==> src/rtl/uart_rx_fifo.sv <==
// UART receiver (8N1, oversampled) feeding a show-ahead byte FIFO with framing/overrun reporting.
// Define UART_RX_PARITY_EN to receive 8E1 frames and drive parity_err.
module uart_rx_fifo #(
  parameter int unsigned CLKS_PER_BIT = 417,
  parameter int unsigned DEPTH        = 16
) (
  input  logic                     clk,
  input  logic                     rst_n,
  input  logic                     rx_i,
  input  logic                     rd_en,
  output logic [7:0]               rd_data,
  output logic                     rd_valid,
  output logic [$clog2(DEPTH):0]   fifo_level,
  output logic                     frame_err,
  output logic                     parity_err,
  output logic                     overrun,
  input  logic                     clr_err
);

  localparam int unsigned CNT_W = $clog2(CLKS_PER_BIT);
  localparam int unsigned PTR_W = $clog2(DEPTH);
  localparam logic [CNT_W-1:0] HALF = CNT_W'(CLKS_PER_BIT / 2);
  localparam logic [CNT_W-1:0] LAST = CNT_W'(CLKS_PER_BIT - 1);

`ifdef UART_RX_PARITY_EN
  typedef enum logic [2:0] {IDLE, START, DATA, PARITY, STOP, BREAK} state_t;
`else
  typedef enum logic [2:0] {IDLE, START, DATA, STOP, BREAK} state_t;
`endif

  state_t           state, state_n;
  logic             rx_meta, rx_s;
  logic [CNT_W-1:0] cnt, cnt_n;
  logic [2:0]       bit_idx, bit_idx_n;
  logic [7:0]       shift, shift_n;
  logic             push_c, ferr_c;
`ifdef UART_RX_PARITY_EN
  logic             par_bit, par_bit_n, perr_c;
`endif

  always_ff @(posedge clk or negedge rst_n) begin
    if (!rst_n) begin
      rx_meta <= 1'b1;
      rx_s    <= 1'b1;
    end else begin
      rx_meta <= rx_i;
      rx_s    <= rx_meta;
    end
  end

  always_ff @(posedge clk or negedge rst_n) begin
    if (!rst_n) begin
      state     <= IDLE;
      cnt       <= '0;
      bit_idx   <= '0;
      shift     <= '0;
      frame_err <= 1'b0;
`ifdef UART_RX_PARITY_EN
      par_bit    <= 1'b0;
      parity_err <= 1'b0;
`endif
    end else begin
      state     <= state_n;
      cnt       <= cnt_n;
      bit_idx   <= bit_idx_n;
      shift     <= shift_n;
      frame_err <= ferr_c;
`ifdef UART_RX_PARITY_EN
      par_bit    <= par_bit_n;
      parity_err <= perr_c;
`endif
    end
  end

`ifndef UART_RX_PARITY_EN
  assign parity_err = 1'b0;
`endif

  always_comb begin
    state_n   = state;
    cnt_n     = cnt;
    bit_idx_n = bit_idx;
    shift_n   = shift;
    push_c    = 1'b0;
    ferr_c    = 1'b0;
`ifdef UART_RX_PARITY_EN
    par_bit_n = par_bit;
    perr_c    = 1'b0;
`endif
    case (state)
      IDLE: begin
        cnt_n     = '0;
        bit_idx_n = '0;
        if (!rx_s) state_n = START;
      end
      START: begin
        if (cnt == HALF) begin
          cnt_n   = '0;
          state_n = rx_s ? IDLE : DATA;
        end else begin
          cnt_n = cnt + 1'b1;
        end
      end
      DATA: begin
        if (cnt == LAST) begin
          cnt_n     = '0;
          shift_n   = {rx_s, shift[7:1]};
          bit_idx_n = bit_idx + 1'b1;
          if (bit_idx == 3'd7) begin
`ifdef UART_RX_PARITY_EN
            state_n = PARITY;
`else
            state_n = STOP;
`endif
          end
        end else begin
          cnt_n = cnt + 1'b1;
        end
      end
`ifdef UART_RX_PARITY_EN
      PARITY: begin
        if (cnt == LAST) begin
          cnt_n     = '0;
          par_bit_n = rx_s;
          state_n   = STOP;
        end else begin
          cnt_n = cnt + 1'b1;
        end
      end
`endif
      STOP: begin
        if (cnt == LAST) begin
          cnt_n = '0;
          if (rx_s) begin
            state_n = IDLE;
`ifdef UART_RX_PARITY_EN
            // even parity: data plus parity bit must hold an even number of ones
            if (^{shift, par_bit}) perr_c = 1'b1;
            else                   push_c = 1'b1;
`else
            push_c = 1'b1;
`endif
          end else begin
            ferr_c  = 1'b1;
            state_n = BREAK;
          end
        end else begin
          cnt_n = cnt + 1'b1;
        end
      end
      BREAK: begin
        if (rx_s) state_n = IDLE;
      end
      default: state_n = IDLE;
    endcase
  end

  logic [7:0]       mem [DEPTH];
  logic [PTR_W-1:0] wr_ptr, rd_ptr;
  logic             full, do_pop, do_push;

  assign full     = (fifo_level == (PTR_W+1)'(DEPTH));
  assign rd_valid = (fifo_level != '0);
  assign do_pop   = rd_en && rd_valid;
  // a pop in the same cycle frees the slot, so a push into a full FIFO still lands
  assign do_push  = push_c && (!full || do_pop);
  assign rd_data  = rd_valid ? mem[rd_ptr] : '0;

  always_ff @(posedge clk) begin
    if (do_push) mem[wr_ptr] <= shift;
  end

  always_ff @(posedge clk or negedge rst_n) begin
    if (!rst_n) begin
      wr_ptr     <= '0;
      rd_ptr     <= '0;
      fifo_level <= '0;
      overrun    <= 1'b0;
    end else begin
      if (do_push) wr_ptr <= wr_ptr + 1'b1;
      if (do_pop)  rd_ptr <= rd_ptr + 1'b1;
      case ({do_push, do_pop})
        2'b10:   fifo_level <= fifo_level + 1'b1;
        2'b01:   fifo_level <= fifo_level - 1'b1;
        default: fifo_level <= fifo_level;
      endcase
      if (clr_err)                         overrun <= 1'b0;
      else if (push_c && full && !do_pop)  overrun <= 1'b1;
    end
  end

endmodule
==> config.mk <==
export PLATFORM = sky130hd
export DESIGN_NAME = uart_rx_fifo
export DESIGN_NICKNAME = d
export VERILOG_FILES = /design/src/rtl/uart_rx_fifo.sv
export SDC_FILE = /design/constraint.sdc
export NUM_CORES = 1
export LEC_CHECK = 0
export BUFFER_PORTS_ARGS = -buffer_cell sky130_fd_sc_hd__buf_4
export CAP_MARGIN = 30
export CORE_ASPECT_RATIO = 1.25
export CORE_MARGIN = 8
export CORE_UTILIZATION = 30
export DETAILED_ROUTE_END_ITERATION = 12
export PLACE_DENSITY = 0.48
export SLEW_MARGIN = 20
export SYNTH_ARGS = -nofsm -noshare
export SYNTH_HDL_FRONTEND = slang
export SYNTH_SLANG_ARGS = --single-unit
==> constraint.sdc <==
create_clock -name clk -period 6.3 [get_ports clk]
set_clock_uncertainty 0.2 [all_clocks]
set_input_delay 1.575 -clock clk [delete_from_list [all_inputs] [get_ports clk]]
set_output_delay 1.575 -clock clk [all_outputs]
set_load 0.05 [all_outputs]
==> results.txt <==
Resize count post-CTS: 0
WP data arrival: 2.77 ns
Sw Share: 20.31%
syn_nets: 438
CTS Hold Bufs: 0
Power, Total: 2.233 mW
Seq/Total Area, Yosys: 68.97%
CTS Root Cell: clkbuf_16
first drt pass iteration count: 4
Hold Path Class: register to register
initial antenna violation count: 0
Detailed Route WL: 14,610 um
first-pass GRT wire length: 23,040 um
static leakage: 3.095 nW
Wirelength per Cell: 19.59 um
Top FF cell, synth: edfxtp_1
vias in the first global route: 3,851
CP Max Fanout: 25
Int Power: 1.780 mW
post-synthesis async set-or-reset flop share: 23.81%
largest net degree at the start of global routing: 41
Area contributors post-synth: edfxtp_1 (55%), dfrtp_1 (14%), mux4_2 (10%)
Switch Pwr: 0.4536 mW
Final HPWL DP: 9718 um
EDFF count, synth: 128
Final min period: 4.542 ns
warnings from Yosys: 0
post-synth top area share: 54.69%
Ant. Diodes: 0
drt initial violations: 228
Max Root-Sink Buffers: 2
Final Cycle Share: 72.10%
setup TNS: 0 ns
Reg clk slew, reported paths: 0.07 ns
Gate power share: 0.5%
num ports: 22
drt via density: 4.859
Worst Setup Start Kind: register
# setup viols final: 0
Placer Congestion: 0.7371
core area: 23,040 um2
die width: 152.9 um
die height: 187.1 um
Distinct cells, synth: 51
Yosys top cell by area: edfxtp_1
gr ovfl total: 0
DRC: 0
Slew Limit Fails: 0
CP Data Required Time: 4.53 ns
share of layout cells above drive strength 1: 22.49%
maximum operating frequency: 220.2 MHz
cell with the most instances after synthesis: edfxtp_1
FP Rows: 62
Max Cap Viol: 0
CTS Sinks: 168
level count of the clock H-tree: 4
Worst Setup End Kind: primary output
postcts setup bufs: 0
Synth top cells by count: edfxtp_1 (128), dfrtp_1 (38), mux4_2 (32)
Seq pwr share: 52.8%
Initial Util: 30.50%
Slew HR: 36.32%
Clock power frac: 46.7%
total CTS buffers: 17
Global Route Usage Sum: 10.70%
final hold viol count: 0
Crit Path Category: register to primary output
status: completed
Worst Tran Pin Value: 0.9516 ns
Post-Syn Area per Cell: 16.73 um2
Die Footprint: 28,610 um2
Cell Area, Synth: 7028 um2
Routed Antenna Nets: 0
routed via count: 3,625
RSZ-0062 raised after global routing: false
synthesized flop and latch total: 168
Port Buf Inserts: 20
peak supply drop: 0.0001939 V
CTS tree: done
clock latency at the later pin of the worst-skew pair: 0.42 ns
Total Nets Final: 463
post-synthesis instance total: 420
Layout area overhead: 15.52%
PwrDens: 275.1 nW/um2
[metrics by stage]
stage | instance area, um2 | util, % | hold WS, ns | instances | worst slack, ns
global placement | 7490 | 32.51 | 0.1491 | 711 | 2.097
floorplan | 7028 | - | 0.1452 | 420 | 1.707
CTS | 8119 | 35.24 | 0.1586 | 746 | 1.632
global route | 8119 | 35.24 | 0.1592 | 746 | 1.479
finish | 8119 | 35.24 | 0.1572 | 746 | 1.758
detailed placement | 7527 | 32.67 | 0.1484 | 714 | 2.095
[flip-flops by register name, summed over array words and instances, names as in the netlist]
register / flops
bit_idx: 3
cnt: 9
fifo_level: 5
frame_err: 1
mem: 128
overrun: 1
rd_ptr: 4
rx_meta: 1
rx_s: 1
shift: 8
state: 3
wr_ptr: 4
[worst paths after layout]
kind | end | from | slack (ns) | depth (start not counted)
setup reg to reg | fifo_level[4] | state[2] | 2.97 | 10
hold / removal | rx_s | rx_meta | 0.16 | 0
hold reg to reg | rx_s | rx_meta | 0.16 | 0
setup / recovery | rd_data[7] | rd_ptr[0] | 1.76 | 5
max in group asynchronous | rd_ptr[0] | rst_n | 4.56 | 1
min in group asynchronous | frame_err | rst_n | 0.92 | 1
[worst max-delay path, stage by stage, from the launching register on]
cell	delay [ns]
dfrtp_2	0.93
buf_4	0.38
mux4_2	0.52
mux2i_1	0.15
o22ai_1	0.12
buf_4	0.22
[area by class of cell]
type	count	area [um2]
clock buffers	19	432.9
clock inverters	13	158.9
fillers	2142	14920
inverters	8	30.03
multi-input cells	221	2056
flip-flops and latches	168	4848
well taps	288	360.3
repair buffers	29	232.7
[cell families after synthesis]
family,after synthesis,synth area share [%]
flops,168,68.97
fa+ha+maj,13,2.421
mux,59,14.28
compound gates,44,4.273
xor+xnor,10,1.246
other cells,1,0.05336
buf+inv,31,1.780
simple gates,94,6.979
[cells in the final DEF, fill, tap and decap left out, types with 5 or more instances in the layout]
cell type / count
inv_6: 6
mux2i_1: 17
nor2_1: 27
a21oi_1: 6
a22o_1: 5
o21ai_1: 9
edfxtp_1: 128
xnor2_1: 7
ha_1: 12
nand3_1: 6
mux4_2: 32
clkbuf_16: 17
dfrtp_1: 37
buf_4: 27
mux2_1: 9
o22ai_1: 8
nand2b_1: 6
nand2_1: 24
inv_1: 8
nor3_1: 8
[power by group through the flow]
stage / sequential (mW) / combinational (mW) / clock (mW)
after global routing: 1.18 / 0.0119 / 1.11
after CTS: 1.18 / 0.0110 / 1.07
final: 1.18 / 0.0103 / 1.04
after global placement: 1.20 / 0.0107 / 0
after floorplan: 1.20 / 0.00350 / 0
after detailed placement: 1.20 / 0.0110 / 0
[metal layers]
metal / vias to the layer above / track usage [%] / share of wire (%)
met5: - / 0 / 0
met4: 0 / 2.975 / 0.85
met3: 7 / 2.913 / 2.6
met2: 56 / 18.19 / 52
met1: 1882 / 13.14 / 45
li1: 1680 / - / -
No activity file was read; power rests on OpenSTA's default activity.
